File: src/rtl/draw_port_arbiter_if.sv
// Bundle of the arbiter's requester-side and VGA-side signals.
// The master drives requests and pixels; the slave (arbiter) drives grants and the VGA pixel.
interface draw_port_arbiter_if;
   logic [2:0]  req;
   logic [2:0]  done;
   logic [23:0] x_in;
   logic [20:0] y_in;
   logic [8:0]  col_in;
   logic [2:0]  plot_in;
   logic [2:0]  gnt;
   logic [7:0]  x_out;
   logic [6:0]  y_out;
   logic [2:0]  col_out;
   logic        plot_out;
   logic        busy;
   logic [2:0]  timeout_err;

   modport master (
      output req, done, x_in, y_in, col_in, plot_in,
      input  gnt, x_out, y_out, col_out, plot_out, busy, timeout_err
   );

   modport slave (
      input  req, done, x_in, y_in, col_in, plot_in,
      output gnt, x_out, y_out, col_out, plot_out, busy, timeout_err
   );
endinterface

File: src/rtl/draw_port_arbiter.sv
// Round-robin arbiter giving three drawing engines exclusive access to the VGA pixel port,
// with a per-grant cycle limit and sticky timeout flags.
module draw_port_arbiter #(
   parameter logic [14:0] TIMEOUT = 15'd24575
) (
   input logic                clk,
   input logic                reset,
   draw_port_arbiter_if.slave bus
);
   typedef enum logic [1:0] {StIdle, StGrant, StRelease} state_e;

   state_e      r_state, w_state_next;
   logic [1:0]  r_last;
   logic [14:0] r_cnt;
   logic [2:0]  r_err;
   logic [7:0]  r_x;
   logic [6:0]  r_y;
   logic [2:0]  r_col;
   logic        r_plot;

   logic [1:0]  w_winner, w_c0, w_c1;
   logic [2:0]  w_gnt_oh, w_err_set;
   logic        w_g_req, w_g_done, w_g_plot;
   logic [7:0]  w_g_x;
   logic [6:0]  w_g_y;
   logic [2:0]  w_g_col;
   logic        w_timeout, w_release, w_in_grant;

   function automatic logic [1:0] nxt(input logic [1:0] i);
      return (i == 2'd0) ? 2'd1 : (i == 2'd1) ? 2'd2 : 2'd0;
   endfunction

   function automatic logic bit_of(input logic [2:0] v, input logic [1:0] i);
      return (i == 2'd0) ? v[0] : (i == 2'd1) ? v[1] : v[2];
   endfunction

   // Search starts one past the last grant so a just-released requester goes last.
   always_comb begin
      w_c0     = nxt(r_last);
      w_c1     = nxt(w_c0);
      w_winner = r_last;
      if (bit_of(bus.req, w_c1)) w_winner = w_c1;
      if (bit_of(bus.req, w_c0)) w_winner = w_c0;
   end

   always_comb begin
      w_gnt_oh = 3'b100;
      w_g_x    = bus.x_in[23:16];
      w_g_y    = bus.y_in[20:14];
      w_g_col  = bus.col_in[8:6];
      unique case (r_last)
         2'd0: begin
            w_gnt_oh = 3'b001;
            w_g_x    = bus.x_in[7:0];
            w_g_y    = bus.y_in[6:0];
            w_g_col  = bus.col_in[2:0];
         end
         2'd1: begin
            w_gnt_oh = 3'b010;
            w_g_x    = bus.x_in[15:8];
            w_g_y    = bus.y_in[13:7];
            w_g_col  = bus.col_in[5:3];
         end
         default: ;
      endcase
   end

   assign w_in_grant = (r_state == StGrant);
   assign w_g_req    = |(bus.req & w_gnt_oh);
   assign w_g_done   = |(bus.done & w_gnt_oh);
   assign w_g_plot   = |(bus.plot_in & w_gnt_oh);
   // True in the cycle whose increment brings the counter up to TIMEOUT.
   assign w_timeout  = ({1'b0, r_cnt} + 16'd1) >= {1'b0, TIMEOUT};
   assign w_release  = w_g_done || !w_g_req || w_timeout;
   assign w_err_set  = (w_in_grant && w_timeout && !w_g_done) ? w_gnt_oh : 3'b000;

   always_comb begin
      w_state_next = r_state;
      unique case (r_state)
         StIdle:  if (|bus.req) w_state_next = StGrant;
         StGrant: if (w_release) w_state_next = StRelease;
         default: w_state_next = StIdle;
      endcase
   end

   always_ff @(posedge clk) begin
      if (reset) begin
         r_state <= StIdle;
         r_last  <= 2'd2;
         r_cnt   <= '0;
         r_err   <= '0;
         r_x     <= '0;
         r_y     <= '0;
         r_col   <= '0;
         r_plot  <= 1'b0;
      end else begin
         r_state <= w_state_next;
         r_err   <= r_err | w_err_set;
         if (r_state == StIdle && |bus.req) r_last <= w_winner;
         if (w_in_grant) begin
            r_cnt  <= (&r_cnt) ? r_cnt : r_cnt + 15'd1;
            r_x    <= w_g_x;
            r_y    <= w_g_y;
            r_col  <= w_g_col;
            r_plot <= w_g_plot;
         end else begin
            r_cnt  <= '0;
            r_x    <= '0;
            r_y    <= '0;
            r_col  <= '0;
            r_plot <= 1'b0;
         end
      end
   end

   assign bus.gnt         = w_in_grant ? w_gnt_oh : 3'b000;
   assign bus.busy        = (r_state != StIdle);
   assign bus.timeout_err = r_err;
   assign bus.x_out       = r_x;
   assign bus.y_out       = r_y;
   assign bus.col_out     = r_col;
   assign bus.plot_out    = r_plot;
endmodule

File: src/flat_wrapper.sv
// flat-port wrapper written by rule: the top's interface ports become plain ports
module draw_port_arbiter_flat 
#(
   parameter logic [14:0] TIMEOUT = 15'd24575
)
  (clk, reset, bus_req, bus_done, bus_x_in, bus_y_in, bus_col_in, bus_plot_in, bus_gnt, bus_x_out, bus_y_out, bus_col_out, bus_plot_out, bus_busy, bus_timeout_err);
  draw_port_arbiter_if bus_i ();
  input logic clk;
  input logic reset;
  input wire logic [$bits(bus_i.req)-1:0] bus_req;
  input wire logic [$bits(bus_i.done)-1:0] bus_done;
  input wire logic [$bits(bus_i.x_in)-1:0] bus_x_in;
  input wire logic [$bits(bus_i.y_in)-1:0] bus_y_in;
  input wire logic [$bits(bus_i.col_in)-1:0] bus_col_in;
  input wire logic [$bits(bus_i.plot_in)-1:0] bus_plot_in;
  output wire logic [$bits(bus_i.gnt)-1:0] bus_gnt;
  output wire logic [$bits(bus_i.x_out)-1:0] bus_x_out;
  output wire logic [$bits(bus_i.y_out)-1:0] bus_y_out;
  output wire logic [$bits(bus_i.col_out)-1:0] bus_col_out;
  output wire logic [$bits(bus_i.plot_out)-1:0] bus_plot_out;
  output wire logic [$bits(bus_i.busy)-1:0] bus_busy;
  output wire logic [$bits(bus_i.timeout_err)-1:0] bus_timeout_err;
  assign bus_i.req = bus_req;
  assign bus_i.done = bus_done;
  assign bus_i.x_in = bus_x_in;
  assign bus_i.y_in = bus_y_in;
  assign bus_i.col_in = bus_col_in;
  assign bus_i.plot_in = bus_plot_in;
  assign bus_gnt = bus_i.gnt;
  assign bus_x_out = bus_i.x_out;
  assign bus_y_out = bus_i.y_out;
  assign bus_col_out = bus_i.col_out;
  assign bus_plot_out = bus_i.plot_out;
  assign bus_busy = bus_i.busy;
  assign bus_timeout_err = bus_i.timeout_err;
  draw_port_arbiter #(.TIMEOUT(TIMEOUT)) u_core (.clk(clk), .reset(reset), .bus(bus_i));
endmodule
File: config.mk
export PLATFORM = sky130hd
export DESIGN_NAME = draw_port_arbiter_flat
export DESIGN_NICKNAME = d
export VERILOG_FILES = /design/src/rtl/draw_port_arbiter_if.sv /design/src/rtl/draw_port_arbiter.sv /design/src/flat_wrapper.sv
export SDC_FILE = /design/constraint.sdc
export NUM_CORES = 1
export LEC_CHECK = 0
export CAP_MARGIN = 15
export CORE_MARGIN = 3
export CORE_UTILIZATION = 39
export CTS_BUF_LIST = sky130_fd_sc_hd__clkbuf_16
export CTS_CLUSTER_DIAMETER = 50
export DETAILED_ROUTE_END_ITERATION = 10
export GPL_TIMING_DRIVEN = 0
export PLACE_DENSITY = 0.83
export SYNTH_ARGS = -nofsm -noshare
export SYNTH_HDL_FRONTEND = slang
export SYNTH_SLANG_ARGS = --single-unit
File: constraint.sdc
create_clock -name clk -period 1.8 [get_ports clk]
set_clock_uncertainty 0.05 [all_clocks]
set_input_delay 0.27 -clock clk [delete_from_list [all_inputs] [get_ports clk]]
set_output_delay 0.27 -clock clk [all_outputs]
set_load 0.005 [all_outputs]
### Word level (Yosys, flattened, before mapping)

Index checks and enable logic that the tools add are counted.

| word-level totals | value |
|---|---|
| bits in registers | 41 |
| bits of input ports | 65 |
| output and inout bits | 26 |
| word-level logic and storage cells | 62 |

| operators by class | value |
|---|---|
| reductions and logical operators | 21 |
| equal/unequal tests | 6 |
| $lt $le $gt $ge | 1 |
| mux-type cells | 19 |
| $add $sub $neg | 2 |
| bitwise operators | 5 |

Operators with widths:

| operator | number |
|---|---|
| 15-bit by 1-bit adder with 16-bit output, second input constant | 1 |
| 16-bit by 15-bit >= comparator with 1-bit output, second input constant | 1 |
| 2-bit 2-to-1 mux | 8 |
| 8-bit one-hot mux with 2 select lines | 1 |
| 15-bit by 1-bit adder with 15-bit output, second input constant | 1 |
| 15-bit AND reduction | 1 |
| 7-bit one-hot mux with 2 select lines | 1 |
| 3-bit one-hot mux with 2 select lines | 2 |
| 3-bit OR reduction | 4 |
| 3-bit bitwise AND | 3 |
| 2-bit by 1-bit == test with 1-bit output, second input constant | 4 |
| 2-bit zero test | 4 |
| 3-bit 2-to-1 mux | 2 |
| 1-bit 2-to-1 mux | 4 |
| 2-bit by 1-bit != test with 1-bit output, second input constant | 2 |
| 2-bit one-hot mux with 2 select lines | 1 |
| 2-bit AND reduction | 2 |
| 2-bit nonzero test | 2 |
| 1-bit logical AND | 3 |
| 3-bit bitwise OR | 1 |
| 1-bit zero test | 2 |
| 1-bit logical OR | 2 |
| 2-bit OR reduction | 1 |
| 1-bit NOT | 1 |

### Logic depth before layout (Yosys ltp)

Gate-level depths: netlist (run 1).

| depth | value |
|---|---|
| word-level depth | 11 |
| depth in mapped cells | 8 |
| mapped depth without buffers | 8 |

### Worst setup path after synthesis (run 1)

No wires, ideal clock.

| timing | value |
|---|---|
| kind | flip-flop to flip-flop |
| from | register u_core.r_cnt[1] |
| to | register u_core.r_state[0] |
| data arrival time | 1.817 ns |
| slack | -0.183 ns |
| period minus slack after synthesis | 1.983 ns |
| data required time | 1.634 ns |
| path buffers | 0 |
| library setup time | 0.116 ns |
| cell stages (with the launch flop) | 8 |
| cell sequence | dfxtp_1 -> ha_1 -> nand3_4 -> nor4b_2 -> o21ai_1 -> a221oi_2 -> nand2_1 -> a31o_1 |

| on the way | value |
|---|---|
| cells in the longest elaborated chain, start to end | 5 |

Ends and longest elaborated chain:

| element | RTL line | text |
|---|---|---|
| start: declaration | draw_port_arbiter.sv:14 | `logic [14:0] r_cnt;` |
| start signal: assignment | draw_port_arbiter.sv:101 | `r_cnt <= (&r_cnt) ? r_cnt : r_cnt + 15'd1;` |
| 15-bit by 1-bit adder with 16-bit output | draw_port_arbiter.sv:73 | `assign w_timeout = ({1'b0, r_cnt} + 16'd1) >= {1'b0, TIMEOUT};` |
| 16-bit by 15-bit >= comparator with 1-bit output | draw_port_arbiter.sv:73 |  |
| 1-bit logical OR | draw_port_arbiter.sv:74 | `assign w_release = w_g_done \|\| !w_g_req \|\| w_timeout;` |
| 2-bit by 1-bit != test with 1-bit output (no source line) | -- |  |
| 2-bit AND reduction (no source line) | -- |  |
| end signal: assignment | draw_port_arbiter.sv:88 | `r_state <= StIdle;` |
| end signal: assignment | draw_port_arbiter.sv:97 | `r_state <= w_state_next;` |
| end: declaration | draw_port_arbiter.sv:12 | `state_e r_state, w_state_next;` |

No other way between the ends.
A chain may end at the register's enable or synchronous reset.

### Worst setup path in the final report (run 1)

Ends and elaborated chain as after synthesis.

==> results of run 1 <==
sequential cells by signal, indices dropped and copies added, names as in the netlist:
signal and flops:
u_core.bus.col_out 3, u_core.bus.plot_out 1, u_core.bus.timeout_err 3, u_core.bus.x_out 8, u_core.bus.y_out 7, u_core.r_cnt 15
u_core.r_last 2, u_core.r_state 2
worst reg2reg max path, cell delays in order (launching register included):
cell                       delay [ps]
sky130_fd_sc_hd__dfxtp_4          380
sky130_fd_sc_hd__ha_4             170
sky130_fd_sc_hd__nand3_4          120
sky130_fd_sc_hd__nor4b_2          280
sky130_fd_sc_hd__o21ai_1          110
sky130_fd_sc_hd__a221oi_2         330
sky130_fd_sc_hd__nand2_1          120
sky130_fd_sc_hd__a31o_1           190
layout make-up:
cell class              count  area, µm²
fillers                   429       1670
multi-input cells         202       1370
repair buffers            106       1030
flip-flops and latches     41        833
clock buffers               6        150
plain buffers              17        110
well taps                  70       87.6
inverters                   4       15.0
clock inverters             2       11.3
cells in the final DEF (no fill, tap or decap), drive strengths merged, types with 2 or more instances in the layout:
cell type / n
nand2b: 4
xnor2: 9
nand3: 11
and4: 2
nor3: 9
nor2: 50
ha: 2
inv: 4
nand4: 4
o211ai: 3
clkbuf: 14
xor2: 4
and2: 2
o21ai: 5
a22oi: 3
and3: 4
buf: 25
a21oi: 37
nand2: 11
nor4b: 3
dlygate4sd2: 2
nor3b: 3
clkdlybuf4s50: 88
mux2i: 21
a211oi: 2
dfxtp: 41
cells by family (layout without fill, tap and decap cells):
logic type	count (synthesis)	after routing	synth area share, %
buffers and inverters	23	135	4.94
XOR/XNOR	13	13	5.22
AO/OA/AOI/OAI	59	59	16.2
AND/OR/NAND/NOR	106	106	24.7
adder cells (fa/ha/maj)	2	2	1.15
flip-flops	41	41	37.7
multiplexers	22	22	10.2
worst paths after layout:
check,start,endpoint,cells after the start
setup / recovery,u_core.r_cnt[1]$_SDFFE_PP0N_,u_core.r_state[0]$_SDFFE_PP0P_,7
hold / removal,u_core.bus.timeout_err[0]$_SDFF_PP0_,u_core.bus.timeout_err[0]$_SDFF_PP0_,2
setup reg to reg,u_core.r_cnt[1]$_SDFFE_PP0N_,u_core.r_state[0]$_SDFFE_PP0P_,7
hold reg to reg,u_core.bus.timeout_err[0]$_SDFF_PP0_,u_core.bus.timeout_err[0]$_SDFF_PP0_,2
through the flow:
step                hold slack, ps  utilization (%)
floorplan                      299                -
global placement               442             60.4
detailed placement             435             60.4
CTS                            460             66.7
global route                   504             68.4
finish                         469             68.4
repair_timing:
item	4_1_cts	5_1_grt
gates resized for setup	25	15
endpoints found under the setup margin	38	39
setup buffers	11	5
pin swaps	11	7
routing by layer:
metal | up-vias | track usage [%] | part of all wire, %
li1 | 1153 | - | -
met1 | 1063 | 24.9 | 40
met2 | 88 | 36.8 | 49
met3 | 6 | 9.31 | 9.9
met4 | 0 | 6.25 | 1.1
met5 | - | 0 | 0
power breakdown:
group	internal, µW	leakage, µW	switching, µW
clock	593	0.0000757	369
sequential	953	0.000335	27.2
combinational	349	0.000890	279
==> load_flow_metrics.sql, run 1 <==
INSERT INTO impl_metrics (metric_group, metric, value, unit) VALUES
('detailed_routing', 'vias_per_cell', '5.16', ''),
('timing', 'maximum_frequency_from_static_timing_analysis', '536', 'MHz'),
('logic_synthesis', 'netlist.top_cell.by_area', 'sky130_fd_sc_hd__dfxtp_1', ''),
('clocking', 'cts_hold_buf', '0', ''),
('detailed_routing', 'detailed_route_wire_length_per_cell', '14.7', 'µm'),
('detailed_routing', 'detail-route-antenna-nets', '0', ''),
('critical_path', 'slowest_stage', 'sky130_fd_sc_hd__dfxtp_4', ''),
('placed_design', 'port_buffer_count', '90', ''),
('logic_synthesis', 'asyncSetResetFlopFracSynth', '0', '%'),
('timing', 'final_critical_path_setup_slack', '-66.6', 'ps'),
('timing', 'hold_violations', '0', ''),
('placed_design', 'gpl.final_weighted_congestion', '0.835', ''),
('placed_design', 'dp_worst_setup_slack', '-363', 'ps'),
('clocking', 'ctsHtreeMaxLevel', '2', ''),
('critical_path', 'crit_buf_inv', '0', ''),
('global_routing', 'globalRouteOverflowTotal', '0', ''),
('clocking', 'cts_sinks', '41', ''),
('run_status', 'outcome', 'complete, but fails checks', ''),
('layout', 'layout-drive-gt1-share', '16.9', '%'),
('logic_synthesis', 'netlist_area', '0.00218', 'mm²'),
('logic_synthesis', 'synthDominantCellAreaShare', '37.7', '%'),
('logic_synthesis', 'synth_enable_flop_cells', '0', ''),
('clocking', 'clock_tree_from_tritoncts', 'yes', ''),
('critical_path', 'timing.critical_path.required', '1930', 'ps'),
('detailed_routing', 'drcViolationCount', '0', ''),
('worst_hold_path', 'min_path_type', 'reg2reg', ''),
('detailed_routing', 'detailedRoute.firstIterationViolations', '128', ''),
('timing', 'final_count_of_negative_setup_slack_endpoints', '4', ''),
('critical_path', 'critical-path-top-delay-family', 'compound AO/OA/AOI/OAI gates', ''),
('detailed_routing', 'drt_pass1_iterations', '4', ''),
('logic_synthesis', 'postSynthRegisterBits', '41', ''),
('layout', 'finish.cell_count_without_fillers', '448', ''),
('placed_design', 'numPlacedInstances', '426', ''),
('floorplanning', 'die-height', '80.8', 'µm'),
('timing', 'drv_slew', '0', ''),
('logic_synthesis', 'most_instantiated_library_cell_after_synthesis', 'sky130_fd_sc_hd__nor2_1', ''),
('critical_path', 'critPathMaxStageDelay', '380', 'ps'),
('floorplanning', 'placement_rows', '26', ''),
('clocking', 'cts.path.max_buffers', '2', ''),
('global_routing', 'wire_length_of_the_first_global_routing_pass', '10900', 'µm'),
('critical_path', 'worst-endpoint-arrival', '1990', 'ps'),
('layout', 'area_growth', '65.4', '%'),
('placed_design', 'dpl-instance-area', '0.00319', 'mm²'),
('logic_synthesis', 'yosysWarnings', '0', ''),
('floorplanning', 'die-area', '0.00652', 'mm²'),
('logic_synthesis', 'seq_area_frac_synth', '37.7', '%'),
('run_status', 'violations', 'setup timing', ''),
('floorplanning', 'initial_utilization', '41.4', '%'),
('global_routing', 'grt_pass1_vias', '2312', ''),
('timing', 'period_share', '104', '%'),
('logic_synthesis', 'synth_area_per_cell', '8.19', 'µm²'),
('floorplanning', 'dieWidth', '80.8', 'µm'),
('logic_synthesis', 'synth-main-ff-cell', 'sky130_fd_sc_hd__dfxtp_1', ''),
('global_routing', 'grt_start_max_net_pins', '14', ''),
('critical_path', 'crit_path_end_kind', 'register', ''),
('timing', 'setup-tns-final', '-83.8', 'ps'),
('floorplanning', 'core_area', '0.00527', 'mm²'),
('pwr', 'power_leakage', '0.00130', 'µW'),
('clocking', 'clk_latency', '290', 'ps'),
('detailed_routing', 'num_vias', '2310', ''),
('logic_synthesis', 'synthesis.nets', '333', ''),
('timing', 'worst-slew-pin-transition', '502', 'ps'),
('detailed_routing', 'postRouteWirelength', '6600', 'µm'),
('layout', 'antenna_cells', '0', ''),
('critical_path', 'path_class', 'reg2reg', ''),
('global_routing', 'gr-usage-all-layers', '21.7', '%'),
('pwr', 'total_power', '2570', 'µW'),
('critical_path', 'crit_fanout', '7', ''),
('critical_path', 'timing.reg2reg.setup_slack', '-70', 'ps'),
('global_routing', 'grt_antenna_before_repair', '0', ''),
('logic_synthesis', 'post_synth_top_cells', '49 x sky130_fd_sc_hd__nor2_1, 41 x sky130_fd_sc_hd__dfxtp_1, 37 x sky130_fd_sc_hd__a21oi_1', '');
(Power assumes the default switching activity.)
==> run 2, diff against run 1 <==
SETUP_SLACK_MARGIN = 0.4   (was default)
==> run 2 against run 1 <==
The run still ends with setup timing left. Cell area rose by 8.4%. Total power is 2.5% higher. Non-clock buffer count rose by 21. Largest cell class unchanged. Critical path depth increased by 1. Maximum frequency decreased by 3.8%.
==> load_flow_metrics.sql, run 2 (synthesized netlist as in run 1, its figures left out) <==
INSERT INTO impl_metrics (metric_group, metric, value, unit) VALUES
('placed_design', 'dpl-instance-area', '0.00320', 'mm²'),
('global_routing', 'gr-usage-all-layers', '21.6', '%'),
('clocking', 'root_buffer', 'sky130_fd_sc_hd__clkbuf_16', ''),
('timing', 'worst-slew-pin-transition', '453', 'ps'),
('detailed_routing', 'drcViolationCount', '0', ''),
('layout', 'layout_commonest_cell', 'sky130_fd_sc_hd__clkdlybuf4s50_1', ''),
('critical_path', 'crit_fanout', '8', ''),
('global_routing', 'grt_start_max_net_pins', '15', ''),
('timing', 'maximum_frequency_from_static_timing_analysis', '515', 'MHz'),
('floorplanning', 'io_pins', '91', ''),
('placed_design', 'port_buffer_count', '90', ''),
('run_status', 'violations', 'setup timing', ''),
('placed_design', 'dp_worst_setup_slack', '-322', 'ps'),
('critical_path', 'crit_path_end_kind', 'register', ''),
('detailed_routing', 'detailedRoute.firstIterationViolations', '125', ''),
('clocking', 'clk_latency', '290', 'ps'),
('worst_hold_path', 'min_path_type', 'in2reg', ''),
('timing', 'final_critical_path_setup_slack', '-141', 'ps'),
('layout', 'area_growth', '79.3', '%'),
('global_routing', 'wire_length_of_the_first_global_routing_pass', '11100', 'µm'),
('layout', 'largest_register_ff_count', '15', ''),
('critical_path', 'path_class', 'reg2reg', ''),
('global_routing', 'globalRouteOverflowTotal', '0', ''),
('critical_path', 'critPathLaunchType', 'register', ''),
('layout', 'antenna_cells', '0', ''),
('pwr', 'power-per-cell-area', '674', 'mW/mm²'),
('detailed_routing', 'drt_pass1_iterations', '5', ''),
('timing', 'final_count_of_negative_setup_slack_endpoints', '17', ''),
('clocking', 'clkSlewWorstSetupHoldPaths', '60', 'ps'),
('layout', 'regMostFlops', 'u_core.r_cnt', ''),
('global_routing', 'grt_pass1_vias', '2432', ''),
('pwr', 'total_power', '2630', 'µW'),
('floorplanning', 'core_area', '0.00527', 'mm²'),
('placed_design', 'dp_hpwl', '4780', 'µm'),
('layout', 'nets', '465', ''),
('pwr', 'power_leakage', '0.00154', 'µW'),
('timing', 'drv_slew', '0', ''),
('clocking', 'cts_sinks', '41', ''),
('placed_design', 'gpl.final_weighted_congestion', '0.848', ''),
('timing', 'period_share', '108', '%'),
('detailed_routing', 'postRouteWirelength', '7710', 'µm'),
('timing', 'max_slew_margin', '69.5', '%'),
('critical_path', 'timing.reg2reg.setup_slack', '-140', 'ps'),
('run_status', 'outcome', 'complete, but fails checks', ''),
('timing', 'hold_violations', '0', ''),
('global_routing', 'grt_antenna_before_repair', '0', ''),
('clocking', 'cts.path.max_buffers', '2', ''),
('floorplanning', 'dieWidth', '80.8', 'µm'),
('clocking', 'tritoncts.num_buffers', '5', ''),
('clocking', 'clock_tree_from_tritoncts', 'yes', ''),
('clocking', 'ctsHtreeMaxLevel', '2', ''),
('pwr', 'vdd_ir_drop_max', '381', 'µV'),
('detailed_routing', 'num_vias', '2526', ''),
('layout', 'layout-drive-gt1-share', '29.1', '%'),
('run', 'max_cap_violations', '0', ''),
('layout', 'final_cell_mix', '63 x sky130_fd_sc_hd__clkdlybuf4s50_1, 45 x sky130_fd_sc_hd__nor2_1, 34 x sky130_fd_sc_hd__dfxtp_1', ''),
('timing', 'rsz0062_at_grt', 'yes', ''),
('floorplanning', 'die-height', '80.8', 'µm'),
('critical_path', 'worst-endpoint-arrival', '2070', 'ps'),
('floorplanning', 'placement_rows', '26', ''),
('layout', 'final_area', '0.00391', 'mm²'),
('floorplanning', 'initial_utilization', '41.4', '%'),
('detailed_routing', 'vias_per_cell', '5.39', ''),
('detailed_routing', 'detail-route-antenna-nets', '0', ''),
('timing', 'finalWorstPathRequiredPeriod', '1940', 'ps'),
('floorplanning', 'die-area', '0.00652', 'mm²'),
('detailed_routing', 'detailed_route_wire_length_per_cell', '16.4', 'µm'),
('critical_path', 'timing.critical_path.required', '1930', 'ps');
[run 2: cell count changes in the layout (fill, tap and decap cells not counted), sizes merged, moves of 3 or more]
cell           delta
buf              +26
clkbuf            -3
clkdlybuf4s50    -25
dlygate4sd2      +21
[run 2: area by class of cell]
cell class	instances	area [µm²]
plain buffers	19	203
clock buffers	5	125
clock inverters	3	21.3
fillers	386	1360
inverters	4	15.0
multi-input cells	202	1450
flip-flops and latches	41	835
well taps	70	87.6
repair buffers	125	1180
[run 2: where the power goes]
group	leakage [µW]	switching (µW)	internal, µW
logic	0.00114	326	427
registers	0.000336	24.0	953
clock network	0.0000664	390	515
total	0.00154	740	1890
[run 2: repair_timing]
action                                  4_1_cts  5_1_grt
cloned                                        1        1
setup buffers                                14       19
hold buffers                                  0        0
gates resized for setup                      74       58
pin swaps                                    14       13
endpoints found under the setup margin       67       39
[run 2: per-stage QoR]
stage          hold slack, ps  TNS, ps  instances  utilization, %
6_report                  409    -1900        469            74.2
5_1_grt                   408    -4280        469            74.2
4_1_cts                   369    -89.5        449            67.4
3_5_place_dp              435    -9130        426            60.7
3_3_place_gp              439    -8290        426            60.7
2_1_floorplan             299        0        266               -
[run 2: final timing paths]
check | start | cells after the start | endpoint
setup / recovery | u_core.r_cnt[1]$_SDFFE_PP0N_ | 8 | u_core.r_state[0]$_SDFFE_PP0P_
hold / removal | reset | 2 | u_core.r_last[0]$_SDFFE_PP0P_
setup reg to reg | u_core.r_cnt[1]$_SDFFE_PP0N_ | 8 | u_core.r_state[0]$_SDFFE_PP0P_
hold reg to reg | u_core.bus.timeout_err[2]$_SDFF_PP0_ | 2 | u_core.bus.timeout_err[2]$_SDFF_PP0_
[run 2: worst max-delay path, stage by stage, from the launching register on]
cell and delay (ps):
sky130_fd_sc_hd__dfxtp_4 390, sky130_fd_sc_hd__ha_4 180, sky130_fd_sc_hd__nand3_4 160, sky130_fd_sc_hd__buf_6 170, sky130_fd_sc_hd__nor2_4 120, sky130_fd_sc_hd__a31oi_4 120
sky130_fd_sc_hd__a211oi_2 320, sky130_fd_sc_hd__nand2_1 130, sky130_fd_sc_hd__a31o_1 200
[run 2: layer usage]
layer / share of wire [%] / vias up / global-route usage, %
met3: 8.9 / 29 / 7.76
met2: 51 / 134 / 37.3
met1: 37 / 1167 / 24.6
met5: 0 / - / 0
met4: 3.1 / 0 / 7.43
li1: - / 1196 / -
